`config.mk`:
```
export PLATFORM = sky130hd
export DESIGN_NAME = pipe_hazard_ctrl_flat
export DESIGN_NICKNAME = d
export VERILOG_FILES = /design/src/rtl/pipe_hazard_ctrl_if.sv /design/src/rtl/pipe_hazard_ctrl.sv /design/src/flat_wrapper.sv
export SDC_FILE = /design/constraint.sdc
export NUM_CORES = 1
export LEC_CHECK = 0
export ABC_CLOCK_PERIOD_IN_PS = 1800
export BUFFER_PORTS_ARGS = -buffer_cell sky130_fd_sc_hd__buf_2
export CAP_MARGIN = 20
export CORE_MARGIN = 4
export CORE_UTILIZATION = 48
export DETAILED_ROUTE_END_ITERATION = 10
export PLACE_DENSITY = 0.83
export REMOVE_ABC_BUFFERS = 1
export SLEW_MARGIN = 15
export SYNTH_ARGS = -nofsm -noshare
export SYNTH_HDL_FRONTEND = slang
export SYNTH_SLANG_ARGS = --single-unit
```
`constraint.sdc`:
```
create_clock -name clk -period 1.8 [get_ports clk]
set_input_delay 0 -clock clk [delete_from_list [all_inputs] [get_ports clk]]
set_output_delay 0 -clock clk [all_outputs]
set_load 0.01 [all_outputs]
```
`src/rtl/pipe_hazard_ctrl_if.sv`:
```
// Hazard controller bundle: ID/EX/MEM hazard inputs, stage enables/flushes, perf counters.
// master = datapath side driving hazard info, slave = the hazard controller.
interface pipe_hazard_ctrl_if;
  logic [4:0]  id_rs1;
  logic [4:0]  id_rs2;
  logic        id_uses_rs1;
  logic        id_uses_rs2;
  logic        ex_mem_read;
  logic [4:0]  ex_rd;
  logic        ex_redirect;
  logic        mem_req;
  logic        dmem_ready;
  logic        pc_write;
  logic        if_id_write;
  logic        id_ex_write;
  logic        ex_mem_write;
  logic        if_id_flush;
  logic        id_ex_flush;
  logic        mem_wb_bubble;
  logic [31:0] stall_cnt;
  logic [31:0] flush_cnt;
  logic        mem_timeout;

  modport master (
    output id_rs1, id_rs2, id_uses_rs1, id_uses_rs2, ex_mem_read, ex_rd,
           ex_redirect, mem_req, dmem_ready,
    input  pc_write, if_id_write, id_ex_write, ex_mem_write,
           if_id_flush, id_ex_flush, mem_wb_bubble,
           stall_cnt, flush_cnt, mem_timeout
  );

  modport slave (
    input  id_rs1, id_rs2, id_uses_rs1, id_uses_rs2, ex_mem_read, ex_rd,
           ex_redirect, mem_req, dmem_ready,
    output pc_write, if_id_write, id_ex_write, ex_mem_write,
           if_id_flush, id_ex_flush, mem_wb_bubble,
           stall_cnt, flush_cnt, mem_timeout
  );
endinterface

```
`src/rtl/pipe_hazard_ctrl.sv`:
```
// 5-stage pipeline hazard controller: memory freeze > redirect flush > load-use bubble.
// Control outputs are combinational (0 latency); counters/timeout update on the next edge.
module pipe_hazard_ctrl (
  input  logic                clk,
  input  logic                reset,
  pipe_hazard_ctrl_if.slave   bus
);

  typedef enum logic {RUN, MEM_WAIT} state_t;

  state_t      state;
  state_t      state_nxt;
  logic        load_use;
  logic        mem_busy;
  logic        rs1_hit;
  logic        rs2_hit;
  logic        stall_inc;
  logic        flush_inc;
  logic [7:0]  wait_cnt;
  logic [7:0]  wait_inc;
  logic [31:0] stall_cnt;
  logic [31:0] flush_cnt;
  logic        mem_timeout;

  assign rs1_hit  = bus.id_uses_rs1 && (bus.id_rs1 == bus.ex_rd);
  assign rs2_hit  = bus.id_uses_rs2 && (bus.id_rs2 == bus.ex_rd);
  assign load_use = bus.ex_mem_read && (bus.ex_rd != 5'd0) && (rs1_hit || rs2_hit);
  assign mem_busy = bus.mem_req && !bus.dmem_ready;
  assign wait_inc = (wait_cnt == 8'hFF) ? 8'hFF : wait_cnt + 8'd1;

  // Both states share the same output rules; the state only tracks the wait window.
  always_comb begin
    state_nxt          = state;
    bus.pc_write       = 1'b1;
    bus.if_id_write    = 1'b1;
    bus.id_ex_write    = 1'b1;
    bus.ex_mem_write   = 1'b1;
    bus.if_id_flush    = 1'b0;
    bus.id_ex_flush    = 1'b0;
    bus.mem_wb_bubble  = 1'b0;
    stall_inc          = 1'b0;
    flush_inc          = 1'b0;
    case (state)
      RUN:      state_nxt = mem_busy ? MEM_WAIT : RUN;
      MEM_WAIT: state_nxt = mem_busy ? MEM_WAIT : RUN;
      default:  state_nxt = RUN;
    endcase
    if (!reset) begin
      bus.pc_write      = 1'b0;
      bus.if_id_write   = 1'b0;
      bus.id_ex_write   = 1'b0;
      bus.ex_mem_write  = 1'b0;
      bus.if_id_flush   = 1'b1;
      bus.id_ex_flush   = 1'b1;
      bus.mem_wb_bubble = 1'b1;
    end else if (mem_busy) begin
      // Freeze everything; a pending redirect stays held in the frozen EX stage.
      bus.pc_write      = 1'b0;
      bus.if_id_write   = 1'b0;
      bus.id_ex_write   = 1'b0;
      bus.ex_mem_write  = 1'b0;
      bus.mem_wb_bubble = 1'b1;
      stall_inc         = 1'b1;
    end else if (bus.ex_redirect) begin
      bus.if_id_flush   = 1'b1;
      bus.id_ex_flush   = 1'b1;
      flush_inc         = 1'b1;
    end else if (load_use) begin
      bus.pc_write      = 1'b0;
      bus.if_id_write   = 1'b0;
      bus.id_ex_flush   = 1'b1;
      stall_inc         = 1'b1;
    end
  end

  always_ff @(posedge clk) begin
    if (!reset) begin
      state       <= RUN;
      wait_cnt    <= 8'd0;
      stall_cnt   <= 32'd0;
      flush_cnt   <= 32'd0;
      mem_timeout <= 1'b0;
    end else begin
      state     <= state_nxt;
      stall_cnt <= stall_cnt + {31'd0, stall_inc};
      flush_cnt <= flush_cnt + {31'd0, flush_inc};
      if (state == MEM_WAIT) begin
        wait_cnt <= wait_inc;
        if (wait_inc == 8'hFF) begin
          mem_timeout <= 1'b1;
        end
      end else if (state_nxt == MEM_WAIT) begin
        wait_cnt <= 8'd0;
      end
    end
  end

  assign bus.stall_cnt   = stall_cnt;
  assign bus.flush_cnt   = flush_cnt;
  assign bus.mem_timeout = mem_timeout;

endmodule

```
`src/flat_wrapper.sv`:
```
// flat-port wrapper written by rule: the top's interface ports become plain ports
module pipe_hazard_ctrl_flat 
  (clk, reset, bus_id_rs1, bus_id_rs2, bus_id_uses_rs1, bus_id_uses_rs2, bus_ex_mem_read, bus_ex_rd, bus_ex_redirect, bus_mem_req, bus_dmem_ready, bus_pc_write, bus_if_id_write, bus_id_ex_write, bus_ex_mem_write, bus_if_id_flush, bus_id_ex_flush, bus_mem_wb_bubble, bus_stall_cnt, bus_flush_cnt, bus_mem_timeout);
  pipe_hazard_ctrl_if bus_i ();
  input  logic clk;
  input  logic reset;
  input wire logic [$bits(bus_i.id_rs1)-1:0] bus_id_rs1;
  input wire logic [$bits(bus_i.id_rs2)-1:0] bus_id_rs2;
  input wire logic [$bits(bus_i.id_uses_rs1)-1:0] bus_id_uses_rs1;
  input wire logic [$bits(bus_i.id_uses_rs2)-1:0] bus_id_uses_rs2;
  input wire logic [$bits(bus_i.ex_mem_read)-1:0] bus_ex_mem_read;
  input wire logic [$bits(bus_i.ex_rd)-1:0] bus_ex_rd;
  input wire logic [$bits(bus_i.ex_redirect)-1:0] bus_ex_redirect;
  input wire logic [$bits(bus_i.mem_req)-1:0] bus_mem_req;
  input wire logic [$bits(bus_i.dmem_ready)-1:0] bus_dmem_ready;
  output wire logic [$bits(bus_i.pc_write)-1:0] bus_pc_write;
  output wire logic [$bits(bus_i.if_id_write)-1:0] bus_if_id_write;
  output wire logic [$bits(bus_i.id_ex_write)-1:0] bus_id_ex_write;
  output wire logic [$bits(bus_i.ex_mem_write)-1:0] bus_ex_mem_write;
  output wire logic [$bits(bus_i.if_id_flush)-1:0] bus_if_id_flush;
  output wire logic [$bits(bus_i.id_ex_flush)-1:0] bus_id_ex_flush;
  output wire logic [$bits(bus_i.mem_wb_bubble)-1:0] bus_mem_wb_bubble;
  output wire logic [$bits(bus_i.stall_cnt)-1:0] bus_stall_cnt;
  output wire logic [$bits(bus_i.flush_cnt)-1:0] bus_flush_cnt;
  output wire logic [$bits(bus_i.mem_timeout)-1:0] bus_mem_timeout;
  assign bus_i.id_rs1 = bus_id_rs1;
  assign bus_i.id_rs2 = bus_id_rs2;
  assign bus_i.id_uses_rs1 = bus_id_uses_rs1;
  assign bus_i.id_uses_rs2 = bus_id_uses_rs2;
  assign bus_i.ex_mem_read = bus_ex_mem_read;
  assign bus_i.ex_rd = bus_ex_rd;
  assign bus_i.ex_redirect = bus_ex_redirect;
  assign bus_i.mem_req = bus_mem_req;
  assign bus_i.dmem_ready = bus_dmem_ready;
  assign bus_pc_write = bus_i.pc_write;
  assign bus_if_id_write = bus_i.if_id_write;
  assign bus_id_ex_write = bus_i.id_ex_write;
  assign bus_ex_mem_write = bus_i.ex_mem_write;
  assign bus_if_id_flush = bus_i.if_id_flush;
  assign bus_id_ex_flush = bus_i.id_ex_flush;
  assign bus_mem_wb_bubble = bus_i.mem_wb_bubble;
  assign bus_stall_cnt = bus_i.stall_cnt;
  assign bus_flush_cnt = bus_i.flush_cnt;
  assign bus_mem_timeout = bus_i.mem_timeout;
  pipe_hazard_ctrl u_core (.clk(clk), .reset(reset), .bus(bus_i));
endmodule
```
-- Yosys cells after proc, flatten, opt, wreduce, memory -nomap -nowiden
Index checks and enable logic that the tools add are counted.
- $add $sub $neg: 3
- equal/unequal tests: 4
- multiplexer cells: 22
- reduce and logical (&&, ||, !) cells: 10
- operator list (operator ; count):
    adder 32 x 1 -> 32 bit ; 2
    two-way mux 8 bit ; 3
    two-way mux 1 bit ; 19
    equality test 8 bit, second input constant ; 2
    equality test 5 bit ; 2
    adder 8 x 1 -> 8 bit, second input constant ; 1
    logical AND 1 bit ; 5
    nonzero test 5 bit ; 1
    AND reduction 2 bit ; 1
    nonzero test 2 bit ; 1
    logical NOT 1 bit ; 1
    logical OR 1 bit ; 1
- register bits after elaboration: 74
- bits of input ports: 23
- word-level logic and storage cells: 44

-- Depth between registers and ports, before layout
Gate-level depths: netlist of run 1.
- depth after elaboration: 9
- mapped depth: 12
- mapped depth without buffers: 11

-- Worst setup path after synthesis of run 1
Ideal clock, no wire load.
- path kind: input port to flip-flop
- start: in bus_ex_rd[0]
- end: reg u_core.stall_cnt[26] (netlist: u_core.bus.stall_cnt[26])
- arrival time: 1.895 ns
- path slack: -0.210 ns
- cell stages on the path: 12
- buffers on the path: 1
- cells stage by stage: xnor2_1 > nand4_1 > o22ai_1 > o211ai_1 > o21bai_1 > ha_1 > ha_1 > clkbuf_1 > nand4_4 > nor4_1 > xor2_1 > and2_1
- word-level cells in the longest chain between the ends: 9
- elaborated cells on any way between the ends: 13
- those cells by class: 1 x add/sub; 2 x eq/ne; 4 x mux; 6 x reduce/logical
- RTL lines (element ; RTL line ; RTL):
    start: declaration ; flat_wrapper.sv:12 ; input wire logic [$bits(bus_i.ex_rd)-1:0] bus_ex_rd;
    equality test 5 bit, on equally long branches ; pipe_hazard_ctrl.sv:25, pipe_hazard_ctrl.sv:26 ;
    logical AND 1 bit, on equally long branches ; pipe_hazard_ctrl.sv:25, pipe_hazard_ctrl.sv:26 ;
    logical OR 1 bit ; pipe_hazard_ctrl.sv:27 ; assign load_use = bus.ex_mem_read && (bus.ex_rd != 5'd0) && (rs1_hit || rs2_hit);
    logical AND 1 bit (*) ; pipe_hazard_ctrl.sv:27 ;
    two-way mux 1 bit (*) ; pipe_hazard_ctrl.sv:68 ; end else if (load_use) begin
    two-way mux 1 bit (*) ; pipe_hazard_ctrl.sv:64 ; end else if (bus.ex_redirect) begin
    two-way mux 1 bit (*) ; pipe_hazard_ctrl.sv:56 ; end else if (mem_busy) begin
    two-way mux 1 bit (*) ; pipe_hazard_ctrl.sv:48 ; if (!reset) begin
    adder 32 x 1 -> 32 bit (*) ; pipe_hazard_ctrl.sv:85 ; stall_cnt <= stall_cnt + {31'd0, stall_inc};
    end signal: assignment ; pipe_hazard_ctrl.sv:85 ;
    end: declaration ; pipe_hazard_ctrl.sv:21 ; logic [31:0] stall_cnt;
Mark *: on every way between the ends. The rest lies on a longest branch, timed or not.
A chain may end at the register's enable or synchronous reset.

-- Worst setup path after layout of run 1
- start: in bus_ex_rd[2]
- end: reg u_core.stall_cnt[26] (netlist: u_core.bus.stall_cnt[26])
The elaborated chain is that of the path after synthesis.

==> results of run 1 <==
## logic make-up after synthesis
logic type,count (synthesis),synth area share
buffers and inverters,27,0.0334
and+or+nand+nor,210,0.354
adders and majority gates,5,0.0162
xor gates and xnor gates,66,0.150
AOI/OAI and AO/OA,37,0.0606
muxes,1,0.00291
DFF,74,0.383
## cell type report
type / count / area share
antenna: 1 / 0.000481
clock buffer: 9 / 0.0238
clock inverter: 4 / 0.00433
inverter: 11 / 0.00793
multi-input combinational: 319 / 0.482
sequential: 74 / 0.285
tap: 102 / 0.0245
timing repair buffer: 140 / 0.172
## synth_stat cells
cell type / count / area (sq um)
o21a_1: 2 / 15.0
and3_1: 6 / 37.5
a21oi_1: 3 / 15.0
inv_1: 11 / 41.3
a21o_1: 1 / 7.51
nor4_2: 6 / 75.1
xor2_1: 33 / 289
nor3_1: 12 / 60.1
nor3b_2: 2 / 25.0
and4_1: 9 / 78.8
dfxtp_1: 74 / 1480
clkbuf_1: 10 / 37.5
xnor2_1: 33 / 289
a21boi_1: 4 / 30.0
o211ai_1: 2 / 15.0
nand2_1: 28 / 105
or4_1: 1 / 7.51
nor4_1: 9 / 56.3
buf_4: 3 / 22.5
nor2_1: 11 / 41.3
o22ai_1: 1 / 6.26
or4b_1: 1 / 10.0
o21ai_0: 14 / 70.1
o21bai_1: 2 / 15.0
or3_1: 5 / 31.3
and2_1: 62 / 388
a31oi_1: 1 / 6.26
ha_1: 5 / 62.6
nor2b_1: 6 / 37.5
nand4_4: 5 / 106
and4_2: 1 / 10.0
and4b_1: 1 / 10.0
nand3_2: 3 / 30.0
nand2b_1: 1 / 6.26
nand4_1: 13 / 81.3
a41oi_1: 1 / 8.76
buf_6: 2 / 22.5
mux2_2: 1 / 11.3
buf_2: 1 / 5.00
nor3_2: 5 / 50.1
nor3b_1: 2 / 15.0
nand3_1: 21 / 105
a21boi_0: 6 / 45.0
## registers in the layout, summed over array words and instances, names as in the netlist
signal,cells
u_core.wait_cnt,8
u_core.bus.flush_cnt,32
u_core.state,1
u_core.bus.stall_cnt,32
u_core.bus.mem_timeout,1
## per-stage QoR
stage,total power [W],hold WS [ps],util,instances
after floorplan,0.00175,109,-,404
after global placement,0.00184,287,0.596,634
after detailed placement,0.00184,290,0.596,634
after CTS,0.00290,28.5,0.619,649
after global routing,0.00303,52.0,0.670,659
final,0.00292,38.4,0.670,660
## worst min-delay path: cells and delay by family
kind	cells	cell delay (ps)
simple gates	2	230
buf+inv	1	90
## final timing paths
check	from	to	slack (ps)	cells past startpoint
worst max-delay path	bus_ex_rd[2]	u_core.bus.stall_cnt[26]	-30	13
worst max register to register	u_core.bus.stall_cnt[6]	u_core.bus.stall_cnt[26]	30	5
worst min-delay path	bus_dmem_ready	u_core.state	40	3
worst min register to register	u_core.bus.mem_timeout	u_core.bus.mem_timeout	470	1
## power by group
group          leakage [nW]  internal, W  switching (W)
Sequential            0.597      0.00164     0.00000890
Combinational          1.83     0.000103      0.0000896
Clock                0.0766     0.000470       0.000601
Total                  2.50      0.00222       0.000699
## metal layers
| layer | vias up | global-route usage |
|---|---|---|
| li1 | 1726 | - |
| met1 | 1691 | 0.235 |
| met2 | 106 | 0.343 |
| met3 | 16 | 0.0409 |
| met4 | 0 | 0.0841 |
| met5 | - | 0 |
## repair_timing
item / CTS / global route
endpoints found under the hold margin: 2 / 0
gates cloned: 0 / 0
hold buffers: 1 / 0
pin swaps: 1 / 28
setup buffers: 1 / 10
endpoints found under the setup margin: 20 / 45
gates resized for setup: 3 / 63
==> metrics.md, run 1 <==
| Metric | Value |
|---|---|
| YS warnings | `0` |
| Layout fillers | `609` |
| Req. time, crit path | `2080 ps` |
| Core area | `a little under 0.008 sq mm` |
| Final clock skew | `between 10 and 15 ps` |
| Arr. time, crit path | `roughly 2100 ps` |
| Met2 WL | `approximately 5200 um` |
| Drt pass-1 iters | `4` |
| RePlAce Congestion | `between 0.8 and 0.9` |
| Final nets | `583` |
| # H-tree levels | `3` |
| CTS buffer count | `9` |
| Area Overhead vs Synth | `34.7%` |
| # rows | `32` |
| Post-Route M1 WL | `between 4000 and 5000 um` |
| Lkg Pwr | `roughly 2.5 nW` |
| Routed Antenna Nets | `0` |
| Mapped Cells | `between 400 and 500` |
| Delay-heaviest family, CP | `simple AND/OR/NAND/NOR gates` |
| Wirelength, routed | `approximately 10000 um` |
| Clock buffer depth | `2` |
| Max rail drop VDD | `approximately 0.00031 V` |
| Vias in the first global route | `roughly 3400` |
| Mapped Area | `0.00386 sq mm` |
| Total die area | `roughly 0.0095 sq mm` |
| Clock Latency Late Sink | `approximately 350 ps` |
| Largest net degree at the start of global routing | `70` |
| Initial antenna violation count | `0` |
| Setup_tns | `-34.7 ps` |
| Leading cell types in the layout, fill and taps excluded | `buf_2, dfxtp_1, and2_1, buf_4, xor2_1` |
| Count of cell types in the netlist | `43` |
| Dpl ws | `-475 ps` |
| CTS Root Cell | `clkbuf_8` |
| Avg Cell Area, Syn | `9.20 sq um` |
| CTS tree | `yes` |
| Synthesized flop and latch total | `between 70 and 80` |
| I/O Pins | `95` |
| Top Layer Used | `met4` |
| Slew Limit Fails | `0` |
| # clock sinks | `74` |
| Drt wl/cell | `approximately 15 um` |
| Layout cells sized above 1 | `0.375` |
| DR vias/cell | `about 5.4` |
| Initial core utilization | `0.497` |
| Reg area | `roughly 0.0015 sq mm` |
| Die height | `just under 100 um` |
| I/O Buffers | `94` |
| Placed Area | `0.00463 sq mm` |
| Highest net fanout along the worst path | `6` |
| Wire length on met3 | `approximately 560 um` |
| First-pass GRT wire length | `15800 um` |
| Die Span X | `roughly 100 um` |
| Global route overflow | `0` |
| Minimum clock period after layout | `~1800 ps` |
| GRT Total Usage | `0.197` |
| FMAX | `between 500 and 600 MHz` |
| Max transition margin | `0.629` |
| Power density cells | `560 mW/mm^2` |
| CP startpoint kind | `primary input` |
| Area occupied by multi-input gates | `approximately 0.0025 sq mm` |
| Worst setup margin | `-34.7 ps` |
| Max cap viols | `0` |
| CP max-delay cell | `ha_2` |
| Fin crit share | `1.02` |
| RSZ-0062 raised after global routing | `true` |
| CP Class | `primary input to flip-flop` |
| Final hold viol count | `0` |
| Status | `complete, but fails checks` |
| Final setup vio count | `1` |
| Final Cell Area | `between 0.005 and 0.006 sq mm` |
| WP buf/inv | `2` |
| DR vias | `3539` |
| DP HPWL | `between 6000 and 7000 um` |
| Worst hold path class | `primary input to flip-flop` |
| Actual slew at the worst max-slew pin | `557 ps` |
| Slowest stage delay, CP | `~240 ps` |
| Sequential share of the synthesized area | `0.383` |
| Clk slew on worst S/H paths | `roughly 70 ps` |
| Critical Path End Type | `flip-flop` |
| Most common cell after layout, fill and taps aside | `buf_2` |
| Iter 0 DRT Violations | `109` |
| Failing checks | `setup timing` |
| Remaining DRCs | `0` |
| Worst-path cell chain | `buf_4 -> xnor2_2 -> nand2_1 -> o22ai_1 -> o211ai_1 -> o21bai_1 -> ha_2 -> ha_4 -> nand4_4 -> buf_6 -> nor4_4 -> xor2_1 -> and2_1` |
Power figures use the tool's default switching activity.
==> inputs of run 2 (changes only) <==
--- a/config.mk
+++ b/config.mk
@@ -5,15 +5,16 @@
 export SDC_FILE = /design/constraint.sdc
 export NUM_CORES = 1
 export LEC_CHECK = 0
-export ABC_CLOCK_PERIOD_IN_PS = 1800
 export BUFFER_PORTS_ARGS = -buffer_cell sky130_fd_sc_hd__buf_2
 export CAP_MARGIN = 20
 export CORE_MARGIN = 4
 export CORE_UTILIZATION = 48
 export DETAILED_ROUTE_END_ITERATION = 10
+export GPL_TIMING_DRIVEN = 0
 export PLACE_DENSITY = 0.83
 export REMOVE_ABC_BUFFERS = 1
 export SLEW_MARGIN = 15
 export SYNTH_ARGS = -nofsm -noshare
 export SYNTH_HDL_FRONTEND = slang
 export SYNTH_SLANG_ARGS = --single-unit
+export TNS_END_PERCENT = 5
==> run 2 against run 1 <==
Clock power increased by 33%. Critical path type is now flip-flop to flip-flop. Core utilization decreased by 4.1 points. Combinational power decreased by 14%. Largest cell class unchanged. Worst setup slack improved by 22 ps. Global-route usage decreased by 2.1 points. The flow still finishes with violations (setup timing). Register-to-register slack got worse by 40 ps. Critical endpoint is now u_core.bus.flush_cnt[29].
==> metrics.md, run 2 (synthesized netlist as in run 1, its figures left out) <==
| Metric | Value |
|---|---|
| Status | `complete, but fails checks` |
| Failing checks | `setup timing` |
| Max transition margin | `0.712` |
| CP startpoint kind | `flip-flop` |
| Inserted Diodes | `0` |
| Worst hold path class | `primary input to flip-flop` |
| DR vias/cell | `between 5 and 6` |
| Global route overflow | `0` |
| First-pass GRT wire length | `around 14000 um` |
| Crit path from | `u_core.bus.flush_cnt[8]` |
| Net Sw Frac | `0.223` |
| Final nets | `543` |
| Total die area | `about 0.0095 sq mm` |
| Fin crit share | `1.01` |
| Iter 0 DRT Violations | `between 70 and 80` |
| Largest net degree at the start of global routing | `79` |
| Die height | `97.7 um` |
| Leading cell types in the layout, fill and taps excluded | `buf_2, dfxtp_1, and2_1, xor2_1, xnor2_1` |
| Final hold viol count | `0` |
| Lkg Pwr | `~2.2 nW` |
| Worst R2R Setup Slack | `-10 ps` |
| Highest net fanout along the worst path | `16` |
| FMAX | `about 550 MHz` |
| I/O Pins | `95` |
| # clock sinks | `74` |
| CP Class | `flip-flop to flip-flop` |
| # H-tree levels | `3` |
| Final Hold Slack | `around 34 ps` |
| # rows | `32` |
| Clock Latency Late Sink | `between 300 and 400 ps` |
| GRT Total Usage | `0.177` |
| R2R cell count | `5` |
| CTS tree | `yes` |
| Clock Power Share | `0.438` |
| Pint | `around 0.0025 W` |
| Net switching power | `between 0.0007 and 0.0008 W` |
| Most common cell after layout, fill and taps aside | `buf_2` |
| Area Overhead vs Synth | `26.5%` |
| Sequential cell fraction of total power | `0.511` |
| Worst setup margin | `-13.1 ps` |
| CP endpoint | `u_core.bus.flush_cnt[29]` |
| DP HPWL | `between 5000 and 6000 um` |
| Power density cells | `~660 mW/mm^2` |
| Minimum clock period after layout | `between 1500 and 2000 ps` |
| Reg-to-reg startpoint | `u_core.bus.flush_cnt[8]` |
| Max cap viols | `0` |
| Die Span X | `between 90 and 100 um` |
| Drt wl/cell | `13.9 um` |
| Clock buffer depth | `2` |
| Final clock skew | `between 10 and 15 ps` |
| Initial antenna violation count | `0` |
| I/O Buffers | `between 90 and 100` |
| Arr. time, crit path | `approximately 2000 ps` |
| Actual slew at the worst max-slew pin | `431 ps` |
| Final setup vio count | `2` |
| Wirelength, routed | `around 8700 um` |
| Fin util | `0.629` |
| Largest regs | `u_core.bus.flush_cnt x32, u_core.bus.stall_cnt x32, u_core.wait_cnt x8` |
| Worst R2R End | `u_core.bus.flush_cnt[29]` |
| Clk slew on worst S/H paths | `roughly 90 ps` |
| Combinational Power Share | `0.051` |
| Max rail drop VDD | `roughly 0.00038 V` |
| CTS Root Cell | `clkbuf_8` |
| RSZ-0062 raised after global routing | `true` |
| Routed Antenna Nets | `0` |
| Layout cells sized above 1 | `0.319` |
| Drt pass-1 iters | `4` |
| DR vias | `around 3300` |
| Core area | `a little under 0.008 sq mm` |
| CTS buffer count | `9` |
| Req. time, crit path | `about 2000 ps` |
| Slew Limit Fails | `0` |
| Initial core utilization | `0.497` |
| Remaining DRCs | `0` |
| RePlAce Congestion | `~0.84` |
| Critical Path End Type | `flip-flop` |
| Vias in the first global route | `between 3000 and 4000` |
run 2: timing repair:
action                     4_1_cts  5_1_grt
setup buffers                    4        2
setup endpoints to repair       63       39
hold buffers                     0        0
resized for setup               26       23
pin swaps                       10       17
run 2: area by class of cell:
cell class | count | area (sq um)
Clock buffer | 10 | 128
Clock inverter | 6 | 90.1
Fill cell | 644 | 2880
Inverter | 11 | 41.3
Multi-Input combinational cell | 319 | 2450
Sequential cell | 74 | 1480
Tap cell | 102 | 128
Timing Repair Buffer | 100 | 567
run 2: worst min-delay path by stage:
stage | from | endpoint | slack (ps) | cells past startpoint
2_1_floorplan | reset | bus_id_ex_flush | 110 | 1
3_3_place_gp | bus_ex_redirect | bus_pc_write | 350 | 3
3_5_place_dp | bus_ex_redirect | bus_pc_write | 350 | 3
4_1_cts | reset | u_core.wait_cnt[1] | 3 | 3
5_1_grt | reset | u_core.wait_cnt[1] | 30 | 3
6_report | reset | u_core.wait_cnt[1] | 30 | 3
run 2: routing by layer:
metal / track usage / part of all wire / vias up
met1: 0.214 / 0.43 / 1570
met2: 0.297 / 0.49 / 103
met3: 0.0409 / 0.061 / 13
li1: - / - / 1642
met5: 0 / 0 / -
met4: 0.0820 / 0.018 / 0
run 2: power groups by stage:
stage	registers, W	logic (W)	clock network [W]
CTS	0.00165	0.000148	0.00146
global placement	0.00169	0.000136	0
finish	0.00165	0.000166	0.00142
detailed placement	0.00169	0.000139	0
global route	0.00165	0.000182	0.00153
floorplan	0.00169	0.0000612	0
run 2: per-stage QoR:
step | power [W] | cell area (sq um) | std cells | TNS, ps | setup slack (ps)
after global placement | 0.00183 | 4370 | 600 | -43990 | -1040
after global routing | 0.00336 | 4890 | 622 | -1580 | -142
after detailed placement | 0.00183 | 4370 | 600 | -45330 | -1070
after floorplan | 0.00175 | 3780 | 404 | -1780 | -151
after CTS | 0.00326 | 4770 | 620 | -43.4 | -24.3
final | 0.00323 | 4890 | 622 | -15.6 | -13.1
run 2: worst max-delay path, stage by stage, from the launching register on:
cell and delay, ps:
dfxtp_1 430, and3_2 280, nand4_4 310, nor4_1 420, xor2_1 100, and2_1 160
==> inputs of run 3 (changes only) <==
--- a/config.mk
+++ b/config.mk
@@ -5,10 +5,11 @@
 export SDC_FILE = /design/constraint.sdc
 export NUM_CORES = 1
 export LEC_CHECK = 0
+export ABC_AREA = 1
 export BUFFER_PORTS_ARGS = -buffer_cell sky130_fd_sc_hd__buf_2
 export CAP_MARGIN = 20
 export CORE_MARGIN = 4
-export CORE_UTILIZATION = 48
+export CORE_UTILIZATION = 49
 export DETAILED_ROUTE_END_ITERATION = 10
 export GPL_TIMING_DRIVEN = 0
 export PLACE_DENSITY = 0.83
==> run 3 against run 2 <==
The flow now finishes without violations. Combinational power increased by 8%. Worst hold slack lost 25 ps. Power is 10% higher. Synthesized area up 9.7%. Maximum frequency increased by 6.0%. Largest power group is now the clock network.
==> metrics.md, run 3 <==
| Metric | Value |
|---|---|
| YS warnings | `0` |
| Largest regs | `u_core.bus.flush_cnt x32, u_core.bus.stall_cnt x32, u_core.wait_cnt x8` |
| Vias in the first global route | `4253` |
| CP Class | `primary input to flip-flop` |
| Worst Hold End | `u_core.bus.flush_cnt[5]` |
| RePlAce Congestion | `~0.97` |
| Max cap viols | `0` |
| Global route overflow | `0` |
| Remaining DRCs | `0` |
| CTS Root Cell | `clkbuf_8` |
| Mapped Cells | `around 660` |
| Dpl ws | `-1220 ps` |
| Initial antenna violation count | `0` |
| Worst hold path class | `primary input to flip-flop` |
| CP startpoint kind | `primary input` |
| Mapped Area | `roughly 0.0042 sq mm` |
| # rows | `33` |
| Final clock skew | `about 15 ps` |
| Max rail drop VDD | `around 0.00036 V` |
| Ys flop type | `dfxtp_1` |
| DP HPWL | `roughly 8700 um` |
| Core area | `0.00830 sq mm` |
| Largest net degree at the start of global routing | `47` |
| Worst hold path depth | `3` |
| Area leader, netlist | `dfxtp_1` |
| Arr. time, crit path | `1960 ps` |
| Worst R2R End | `u_core.bus.flush_cnt[18]` |
| R2R cell count | `9` |
| Inserted Diodes | `0` |
| Fin crit share | `0.950` |
| Wire length on met3 | `between 800 and 900 um` |
| Minimum clock period after layout | `around 1700 ps` |
| Status | `finished, final reports clean` |
| Clock buffer depth | `2` |
| Share of the synthesized area in the top cell type | `0.349` |
| DR vias | `4602` |
| Leading cell types in the layout, fill and taps excluded | `nand2_1, buf_2, inv_1, dfxtp_1, nor2_1` |
| Actual slew at the worst max-slew pin | `about 940 ps` |
| Drt pass-1 iters | `6` |
| FMAX | `585 MHz` |
| Final Cell Area | `~0.0052 sq mm` |
| DR vias/cell | `between 5 and 6` |
| # H-tree levels | `3` |
| Top Layer Used | `met4` |
| Critical Path End Type | `flip-flop` |
| Area occupied by multi-input gates | `0.00245 sq mm` |
| Area Overhead vs Synth | `23.4%` |
| Layout fillers | `roughly 770` |
| EDFF count, synth | `0` |
| Reg-to-reg startpoint | `u_core.bus.flush_cnt[0]` |
| Total die area | `0.0102 sq mm` |
| Reg area | `~0.0015 sq mm` |
| Synth top cells by count | `nand2_1, inv_1, nor2_1` |
| GRT Total Usage | `0.237` |
| Req. time, crit path | `between 2000 and 2500 ps` |
| Drt wl/cell | `between 10 and 15 um` |
| Lkg Pwr | `about 2.1 nW` |
| Wirelength, routed | `between 10000 and 15000 um` |
| # clock sinks | `between 70 and 80` |
| Clk slew on worst S/H paths | `80 ps` |
| Count of cell types in the netlist | `33` |
| Met2 WL | `5530 um` |
| RSZ-0062 raised after global routing | `true` |
| Worst Hold Launch | `reset` |
| Worst R2R Setup Slack | `between 100 and 150 ps` |
| Clock Latency Late Sink | `350 ps` |
| Die Span X | `roughly 100 um` |
| Asr flop ratio synth | `0` |
| Post-Route M1 WL | `between 5000 and 6000 um` |
| Sequential share of the synthesized area | `0.349` |
| CTS buffer count | `9` |
| Synthesized flop and latch total | `74` |
| First-pass GRT wire length | `~20000 um` |
| Worst setup margin | `89.6 ps` |
| Final hold viol count | `0` |
| I/O Buffers | `94` |
| Slew Limit Fails | `0` |
| Crit path from | `bus_ex_rd[0]` |
| Power density cells | `just under 700 mW/mm^2` |
| I/O Pins | `95` |
| Initial core utilization | `0.511` |
| Final setup vio count | `0` |
| Routed Antenna Nets | `0` |
| Placed Area | `between 0.004 and 0.005 sq mm` |
| Iter 0 DRT Violations | `approximately 280` |
| Max transition margin | `0.371` |
| Final nets | `787` |
| Area contributors post-synth | `dfxtp_1, nand2_1, inv_1` |
| Die height | `a little over 100 um` |
| Layout cells sized above 1 | `0.240` |
| Most common cell in the netlist | `nand2_1` |
| Highest net fanout along the worst path | `5` |
| CTS tree | `yes` |
| Most common cell after layout, fill and taps aside | `nand2_1` |
| Avg Cell Area, Syn | `6.46 sq um` |
## run 3: changes by cell type after synthesis, sizes merged, moves of 10 or more
| cell | change |
|---|---|
| nand2 | +159 |
| inv | +81 |
| nor2 | +77 |
| and2 | -62 |
| a21oi | +53 |
| xnor2 | -29 |
| xor2 | -27 |
| nor3 | +16 |
| nor4 | -13 |
| nand3 | +12 |
| o21ai | +11 |
| a21boi | -10 |
| and4 | -10 |
## run 3: layout make-up
class / count / share of cell area
clock buffers: 11 / 0.0270
clock inverters: 5 / 0.0239
inverters: 92 / 0.0679
multi-input cells: 480 / 0.468
flip-flops and latches: 74 / 0.283
well taps: 105 / 0.0251
repair buffers: 102 / 0.105
## run 3: through the flow
| step | setup TNS (ps) | util | hold slack [ps] | total power [W] | cells |
|---|---|---|---|---|---|
| finish | 0 | 0.631 | 9.42 | 0.00357 | 869 |
| global route | -222 | 0.631 | 16.1 | 0.00369 | 869 |
| CTS | 0 | 0.618 | 13.0 | 0.00356 | 864 |
| detailed placement | -52460 | 0.578 | 328 | 0.00184 | 845 |
| global placement | -48020 | 0.578 | 318 | 0.00184 | 845 |
| floorplan | -3580 | - | 93.5 | 0.00177 | 646 |
## run 3: critical path, stage by stage
cell and delay [ps]:
buf_2 110, xor2_1 150, nor2_1 130, nand4_1 90, nand2_1 110, nand3_1 90, nand2_2 100, ha_4 170
ha_4 130, nand2_1 80, inv_2 80, nand2_4 70, nor2_4 170, nand3_4 110, inv_4 90, nand2_2 80
o21ai_2 150, nor2_1 50
## run 3: power by group
group / switching (W) / internal, W
clock: 0.000639 / 0.00110
sequential: 0.00000737 / 0.00164
combinational: 0.000108 / 0.0000703
total: 0.000755 / 0.00281
## run 3: repair_timing
item                                    4_1_cts  5_1_grt
endpoints found under the setup margin       60       16
pin swaps                                     0       10
buffers inserted                              0        5
hold endpoints to repair                     22        0
hold buffers                                  3        0
gates resized for setup                      10       23
## run 3: worst max-delay path by stage
stage	end	slack, ps
global placement	u_core.bus.flush_cnt[12]	-1150
finish	u_core.bus.stall_cnt[20]	90
CTS	u_core.bus.stall_cnt[20]	4
detailed placement	u_core.bus.flush_cnt[28]	-1220
global route	u_core.bus.stall_cnt[20]	-70
floorplan	u_core.bus.flush_cnt[12]	-330
## run 3: layer usage
metal,global-route usage,vias up
li1,-,2311
met1,0.319,2104
met2,0.383,164
met3,0.0436,23
met4,0.0777,0
met5,0,-
## run 3: cell families after synthesis
logic type | count (synthesis) | share of synthesized area
AND/OR/NAND/NOR | 378 | 0.417
buffers and inverters | 102 | 0.0921
AO/OA/AOI/OAI | 87 | 0.106
flip-flops | 74 | 0.349
XOR/XNOR | 10 | 0.0207
adder cells (fa/ha/maj) | 5 | 0.0148
